## config.mk

```make
export PLATFORM = sky130hd
export DESIGN_NAME = macro_stim_sequencer
export DESIGN_NICKNAME = d
export VERILOG_FILES = /design/src/rtl/macro_stim_sequencer.sv
export SDC_FILE = /design/constraint.sdc
export NUM_CORES = 1
export LEC_CHECK = 0
export ABC_AREA = 1
export CAP_MARGIN = 20
export CORE_MARGIN = 3
export CORE_UTILIZATION = 49
export CTS_BUF_LIST = sky130_fd_sc_hd__clkbuf_4
export CTS_CLUSTER_SIZE = 28
export DETAILED_ROUTE_END_ITERATION = 7
export PLACE_DENSITY = 0.86
export SYNTH_ARGS = -nofsm -noshare
export SYNTH_HDL_FRONTEND = slang
export SYNTH_SLANG_ARGS = --single-unit
```

## constraint.sdc

```tcl
create_clock -name clk -period 2 [get_ports clk]
set_input_delay 0.6 -clock clk [delete_from_list [all_inputs] [get_ports clk]]
set_output_delay 0.6 -clock clk [all_outputs]
set_load 0.02 [all_outputs]
```

## src/rtl/macro_stim_sequencer.sv

```systemverilog
// Built-in stimulus sequencer: drives LFSR vectors into a macro under test and
// compresses its responses into an 8-bit MISR signature for pass/fail checking.
module macro_stim_sequencer #(
  parameter int SETTLE_CYC = 2
) (
  input  logic       clk,
  input  logic       rst,
  input  logic       start,
  input  logic [7:0] seed,
  input  logic [7:0] count,
  input  logic [7:0] expect_sig,
  input  logic [7:0] resp_in,
  output logic [7:0] stim_out,
  output logic       stim_valid,
  output logic       busy,
  output logic       done,
  output logic [7:0] signature,
  output logic       pass
);

  typedef enum logic [2:0] {
    IDLE    = 3'd0,
    APPLY   = 3'd1,
    SETTLE  = 3'd2,
    CAPTURE = 3'd3,
    DONE    = 3'd4
  } state_t;

  localparam logic [3:0] SETTLE_LOAD = 4'(SETTLE_CYC);

  state_t     state, state_next;
  logic [7:0] lfsr;
  logic [7:0] misr;
  logic [7:0] remaining;
  logic [3:0] settle_cnt;
  logic [7:0] seed_fixed;
  logic [7:0] lfsr_adv;
  logic [7:0] misr_adv;

  // All-zero is the LFSR lockup state, so a zero seed is promoted to 0x01.
  assign seed_fixed = (seed == 8'h00) ? 8'h01 : seed;
  assign lfsr_adv   = {lfsr[6:0], lfsr[7] ^ lfsr[5] ^ lfsr[4] ^ lfsr[3]};
  assign misr_adv   = {misr[6:0], misr[7] ^ misr[5] ^ misr[4] ^ misr[3]} ^ resp_in;

  always_ff @(posedge clk or posedge rst) begin
    if (rst) begin
      state <= IDLE;
    end else begin
      state <= state_next;
    end
  end

  always_comb begin
    state_next = state;
    case (state)
      IDLE:    if (start) state_next = (count == 8'd0) ? DONE : APPLY;
      APPLY:   state_next = SETTLE;
      SETTLE:  if (settle_cnt <= 4'd1) state_next = CAPTURE;
      CAPTURE: state_next = (remaining == 8'd1) ? DONE : APPLY;
      DONE:    state_next = IDLE;
      default: state_next = IDLE;
    endcase
  end

  // stim_out is loaded on entry to APPLY so it equals the LFSR throughout
  // APPLY/SETTLE/CAPTURE, and simply holds after the final vector.
  always_ff @(posedge clk or posedge rst) begin
    if (rst) begin
      lfsr       <= 8'h01;
      misr       <= 8'h00;
      remaining  <= 8'd0;
      settle_cnt <= 4'd0;
      stim_out   <= 8'h00;
    end else begin
      case (state)
        IDLE: begin
          if (start) begin
            misr <= 8'h00;
            if (count != 8'd0) begin
              lfsr      <= seed_fixed;
              remaining <= count;
              stim_out  <= seed_fixed;
            end
          end
        end
        APPLY: begin
          settle_cnt <= SETTLE_LOAD;
        end
        SETTLE: begin
          settle_cnt <= settle_cnt - 4'd1;
        end
        CAPTURE: begin
          misr      <= misr_adv;
          lfsr      <= lfsr_adv;
          remaining <= remaining - 8'd1;
          if (remaining != 8'd1) stim_out <= lfsr_adv;
        end
        default: begin
        end
      endcase
    end
  end

  assign stim_valid = (state == APPLY) || (state == SETTLE) || (state == CAPTURE);
  assign busy       = stim_valid;
  assign done       = (state == DONE);
  assign signature  = misr;
  assign pass       = (misr == expect_sig);

endmodule

```

==> Yosys cells after proc, flatten, opt, wreduce, memory -nomap -nowiden <==
Index checks and enable logic that the tools add are counted.
{ "totals": {"reg_bits": 39, "latch_bits": 0, "ramBits": 0, "rom_bits": 0, "output_inout_bits": 20, "wordCells": 56, "n_memories": 0} }
{ "op_classes": {"addsub": 2, "multipliers": 0, "n_div": 0, "n_lt_le_gt_ge": 1, "n_eq_ne": 11, "shifts": 0, "mux": 17, "bitwise_logic": 7, "n_reduce_logical": 12} }
{ "op_table": {"columns": ["operator", "n"], "rows": [
  ["one-hot mux 8 bit (2 select lines)", 4],
  ["2-to-1 mux 8 bit", 7],
  ["logical NOT 8 bit", 2],
  ["2-to-1 mux 3 bit", 4],
  ["one-hot mux 3 bit (4 select lines)", 1],
  ["equality test 8 x 1 -> 1 bit (second input constant)", 1],
  ["equality test 8 bit", 1],
  ["!= test 2 bit (second input constant)", 4],
  ["!= test 8 x 1 -> 1 bit (second input constant)", 1],
  ["one-hot mux 4 bit (2 select lines)", 1],
  ["nonzero test 8 bit", 1],
  ["subtractor 8 x 1 -> 8 bit (second input constant)", 1],
  ["XOR 8 bit", 1],
  ["equality test 3 x 2 -> 1 bit (second input constant)", 2],
  ["XOR 1 bit", 6],
  ["<= comparator 4 x 1 -> 1 bit (second input constant)", 1],
  ["AND reduction 2 bit", 2],
  ["AND reduction 4 bit", 1],
  ["nonzero test 2 bit", 2],
  ["subtractor 4 x 1 -> 4 bit (second input constant)", 1],
  ["equality test 3 x 1 -> 1 bit (second input constant)", 1],
  ["equality test 3 bit (second input constant)", 1],
  ["logical NOT 3 bit", 1],
  ["AND reduction 3 bit", 1],
  ["logical OR 1 bit", 2]
]} }

==> Logic depth before layout (Yosys ltp) <==
{ "logic_depth": {"word_depth": 5, "mapped_depth": 10} }

==> Worst setup path before layout <==
No wires, ideal clock.
{ "synth_timing": {"path_kind": "register to output", "start": "register state[2]", "end": "output port stim_valid", "t_arrival_ns": 1.291, "required_time_ns": 1.400, "path_slack_ns": 0.109, "path_stages_with_launch": 7, "n_path_buf": 1, "cell_sequence": "dfrtp_1 > nor3_2 > inv_1 > nand2_1 > inv_1 > nand2_1 > buf_4"} }
{ "synth_via": {"elab_chain_cells": 3} }
{ "synth_lines": {"columns": ["item", "line", "source"], "rows": [
  ["start: declaration", "31", "state_t state, state_next;"],
  ["start signal: assignment", "49", "state <= state_next;"],
  ["equality test 3 x 1 -> 1 bit / equality test 3 x 2 -> 1 bit (equally long branches)", "104", "assign stim_valid = (state == APPLY) || (state == SETTLE) || (state == CAPTURE);"],
  ["logical OR 1 bit", "104", null],
  ["logical OR 1 bit (*)", "104", null],
  ["end: declaration", "14", "output logic stim_valid,"]
]} }
Mark *: on every way between the ends. The rest lies on a longest branch, timed or not.

==> Final worst setup path <==
{ "layout_timing": {"start": "register state[0]", "end": "output port busy"} }
{ "layout_via": {"elab_chain_cells": 3} }
{ "layout_lines": {"columns": ["item", "line", "source"], "rows": [
  ["equality test 3 x 1 -> 1 bit / equality test 3 x 2 -> 1 bit (equally long branches)", "104", null],
  ["logical OR 1 bit", "104", null],
  ["logical OR 1 bit (*)", "104", null],
  ["end: declaration", "15", "output logic busy,"]
]} }
Marks and branches as above.

==> key figures <==
Status
  – Outcome: completed

Clock tree
  – Root buffer cell: clkbuf_4
  – Hold buffer count at cts: 0
  – Reg clk slew, reported paths: about 0.12 ns
  – Clk_lat worst skew: between 0.3 and 0.4 ns
  – Inserted Clock Buffers: 5
  – H-tree levels: 2
  – Clk buf depth: 2
  – # clock sinks: 39
  – CTS tree: yes

Logic synthesis
  – Syn avg cell area: 7.053 sq um
  – Register area share after synthesis: approximately 41%
  – #FFs+latches synth: 39
  – Post-Synthesis Cell Area: about 0.0024 sq mm
  – Post-synthesis net count: 375
  – EDFF count, synth: 0
  – Most instantiated library cell after synthesis: nand2_1
  – Synth async-reset ratio: 100.0%
  – Post-synth top area share: 40.13%
  – Area leader, netlist: dfrtp_1
  – Ys Warns: 0
  – Ranking of synthesized cells by area: dfrtp_1, nand2_1, nor2_1
  – Most common flop cell mapped by yosys: dfrtp_1
  – Synth unique cells: 31
  – Most frequent cells after synthesis: nand2_1, dfrtp_1, nor2_1, inv_1, xnor2_1
  – Post-synthesis cell count: ~340

Critical path
  – WP data required: between 1 and 1.5 ns
  – R2R cell count: 10
  – CP startpoint kind: register
  – Crit Path Class: reg -> out
  – Worst EP arrival: 1.36 ns
  – Setup slack, reg-to-reg: 0.21 ns
  – Worst-path maximum fanout: 3
  – Critical register-to-register path endpoint: stim_out[0]
  – Endpoint class of the critical path: primary output
  – FF-to-FF Start: state[2]
  – Worst Setup SP: state[0]

Global route
  – GRT Total Usage: 21.41%
  – GR Util met3: between 4 and 5%
  – Pin count of the biggest net entering global routing: 40
  – Vias in the first global route: between 2000 and 2500
  – Grt met2 use: roughly two fifths
  – Global route hottest layer: met2
  – GR met1 Demand/Resource: 25.36%
  – First-pass GRT wire length: around 9300 microns
  – Overflow after GRT: 0
  – Initial antenna violation count: 0

Placed design
  – Input/output buffers: 54
  – Final RePlAce weighted congestion: 0.8403
  – HPWL Detailed: roughly 4200 microns

Timing
  – Slew @ Worst Pin: roughly 0.33 ns
  – WHS: around 0.48 ns
  – F_max: 509.4 MHz
  – Setup violations, final: 0
  – Worst Skew: 0.01662 ns
  – Slew Viols, Final: 0
  – Rel. slew slack: approximately 80%
  – Tmin final: roughly 2 ns
  – Hold Fails Final Rpt: 0
  – RSZ-0062 raised after global routing: true
  – Final period util: 98.16%

Layout
  – Fillers: approximately 380
  – Diodes inserted: 0
  – Share of cells above drive strength 1: roughly 15%
  – Area grow syn2layout: 35.06%
  – Final-stage net count: ~460

Worst hold path
  – HP Class: reg -> reg
  – Worst hold endpoint: lfsr[0]
  – HP Start: lfsr[0]
  – Worst hold stages: 2

Routing
  – Routed length per instance: approximately 12 microns
  – DR vias: 2366
  – DRC viols: 0
  – Post-DR vias/cell: 5.045
  – WL final: roughly 5700 microns
  – First-pass iteration count of the detailed router: 4
  – Antenna viol nets, final: 0
  – Initial drt markers: ~140

Pwr
  – Pwr Total: 5.041 mW
  – Peak supply drop: roughly 0.96 mV
  – Leak Pwr: 1.727 nW
  – Pwr dens: 1575 mW/mm^2

Floorplan
  – Die X-Extent: between 70 and 80 microns
  – IO Count: 55
  – Num rows: 24
  – Die Ht: 75.55 microns
  – Die footprint: about 0.0057 sq mm
  – Initial cell density of the core: a little over half
  – Core area: 0.004504 sq mm

Flow run
  – Number of max-cap violations: 0
registers in the layout, summed over array words and instances, names as in the netlist:
register / cells
lfsr: 8
remaining: 8
signature: 8
state: 3
settle_cnt: 4
stim_out: 8
critical path, cell delays in order, from the launching register on:
cell	delay, ns
dfrtp_1	0.45
buf_4	0.15
nand3_2	0.09
nand2_2	0.09
inv_2	0.04
nand2_2	0.07
buf_6	0.12
per-stage QoR:
stage / util [%] / worst slack (ns) / instance area, sq um / setup TNS [ns] / instances
6_report: 71.06 / 0.03681 / 3201 / 0 / 469
5_1_grt: 71.06 / -0.03771 / 3201 / -0.1019 / 469
4_1_cts: 70.78 / 0.004325 / 3188 / 0 / 468
3_5_place_dp: 69.56 / -0.6900 / 3133 / -2.430 / 459
3_3_place_gp: 69.56 / -0.6002 / 3133 / -1.753 / 459
2_1_floorplan: - / 0.1092 / 2370 / 0 / 336
cells in the final DEF (no fill, tap or decap), types with 5 or more instances in the layout:
cell type	count
inv_2	7
clkdlybuf4s50_1	33
o31ai_1	5
o21ai_0	11
nor2_1	33
xnor2_1	13
dfrtp_1	37
nand2_1	151
dlygate4sd2_1	12
buf_4	26
clkbuf_4	7
nand3_1	10
inv_1	25
routing by layer:
| metal | share of wire [%] | wire [microns] |
|---|---|---|
| met3 | 6.4 | 365 |
| met5 | 0 | 0 |
| met1 | 44 | 2527 |
| met4 | 0.77 | 44 |
| met2 | 49 | 2783 |
where the power goes:
part	total (mW)	internal, mW	switching [mW]
combinational	3.15	1.36	1.80
sequential	1.46	1.17	0.296
clock	0.426	0.164	0.262
total	5.04	2.69	2.35
worst max path at each step:
stage	end	slack (ns)
floorplan	stim_valid	0.11
global placement	pass	-0.60
detailed placement	pass	-0.69
CTS	pass	0.004
global route	busy	-0.04
finish	busy	0.04
timing repair:
action                                  CTS  global route
buffers inserted                          1             1
gates resized for setup                  42             8
endpoints found under the setup margin   12             5
pin swaps                                11             5
cell families (layout without fill, tap and decap cells):
logic type               Yosys count  in the layout  synth area share, %
flip-flops                        39             39                41.24
adder cells (fa/ha/maj)            4              4                2.112
XOR/XNOR                          16             16                5.914
AND/OR/NAND/NOR                  210            210                36.48
AO/OA/AOI/OAI                     26             26                6.600
buffers and inverters             41            122                7.656
layout make-up:
cell class / count / area, sq um / share of cell area, %
flip-flops and latches: 39 / 978.4 / 30.57
repair buffers: 81 / 745.7 / 23.30
inverters: 33 / 126.4 / 3.948
multi-input cells: 256 / 1227 / 38.35
clock buffers: 7 / 52.55 / 1.642
well taps: 52 / 65.06 / 2.033
clock inverters: 1 / 5.005 / 0.1564
(Power assumes the default switching activity.)
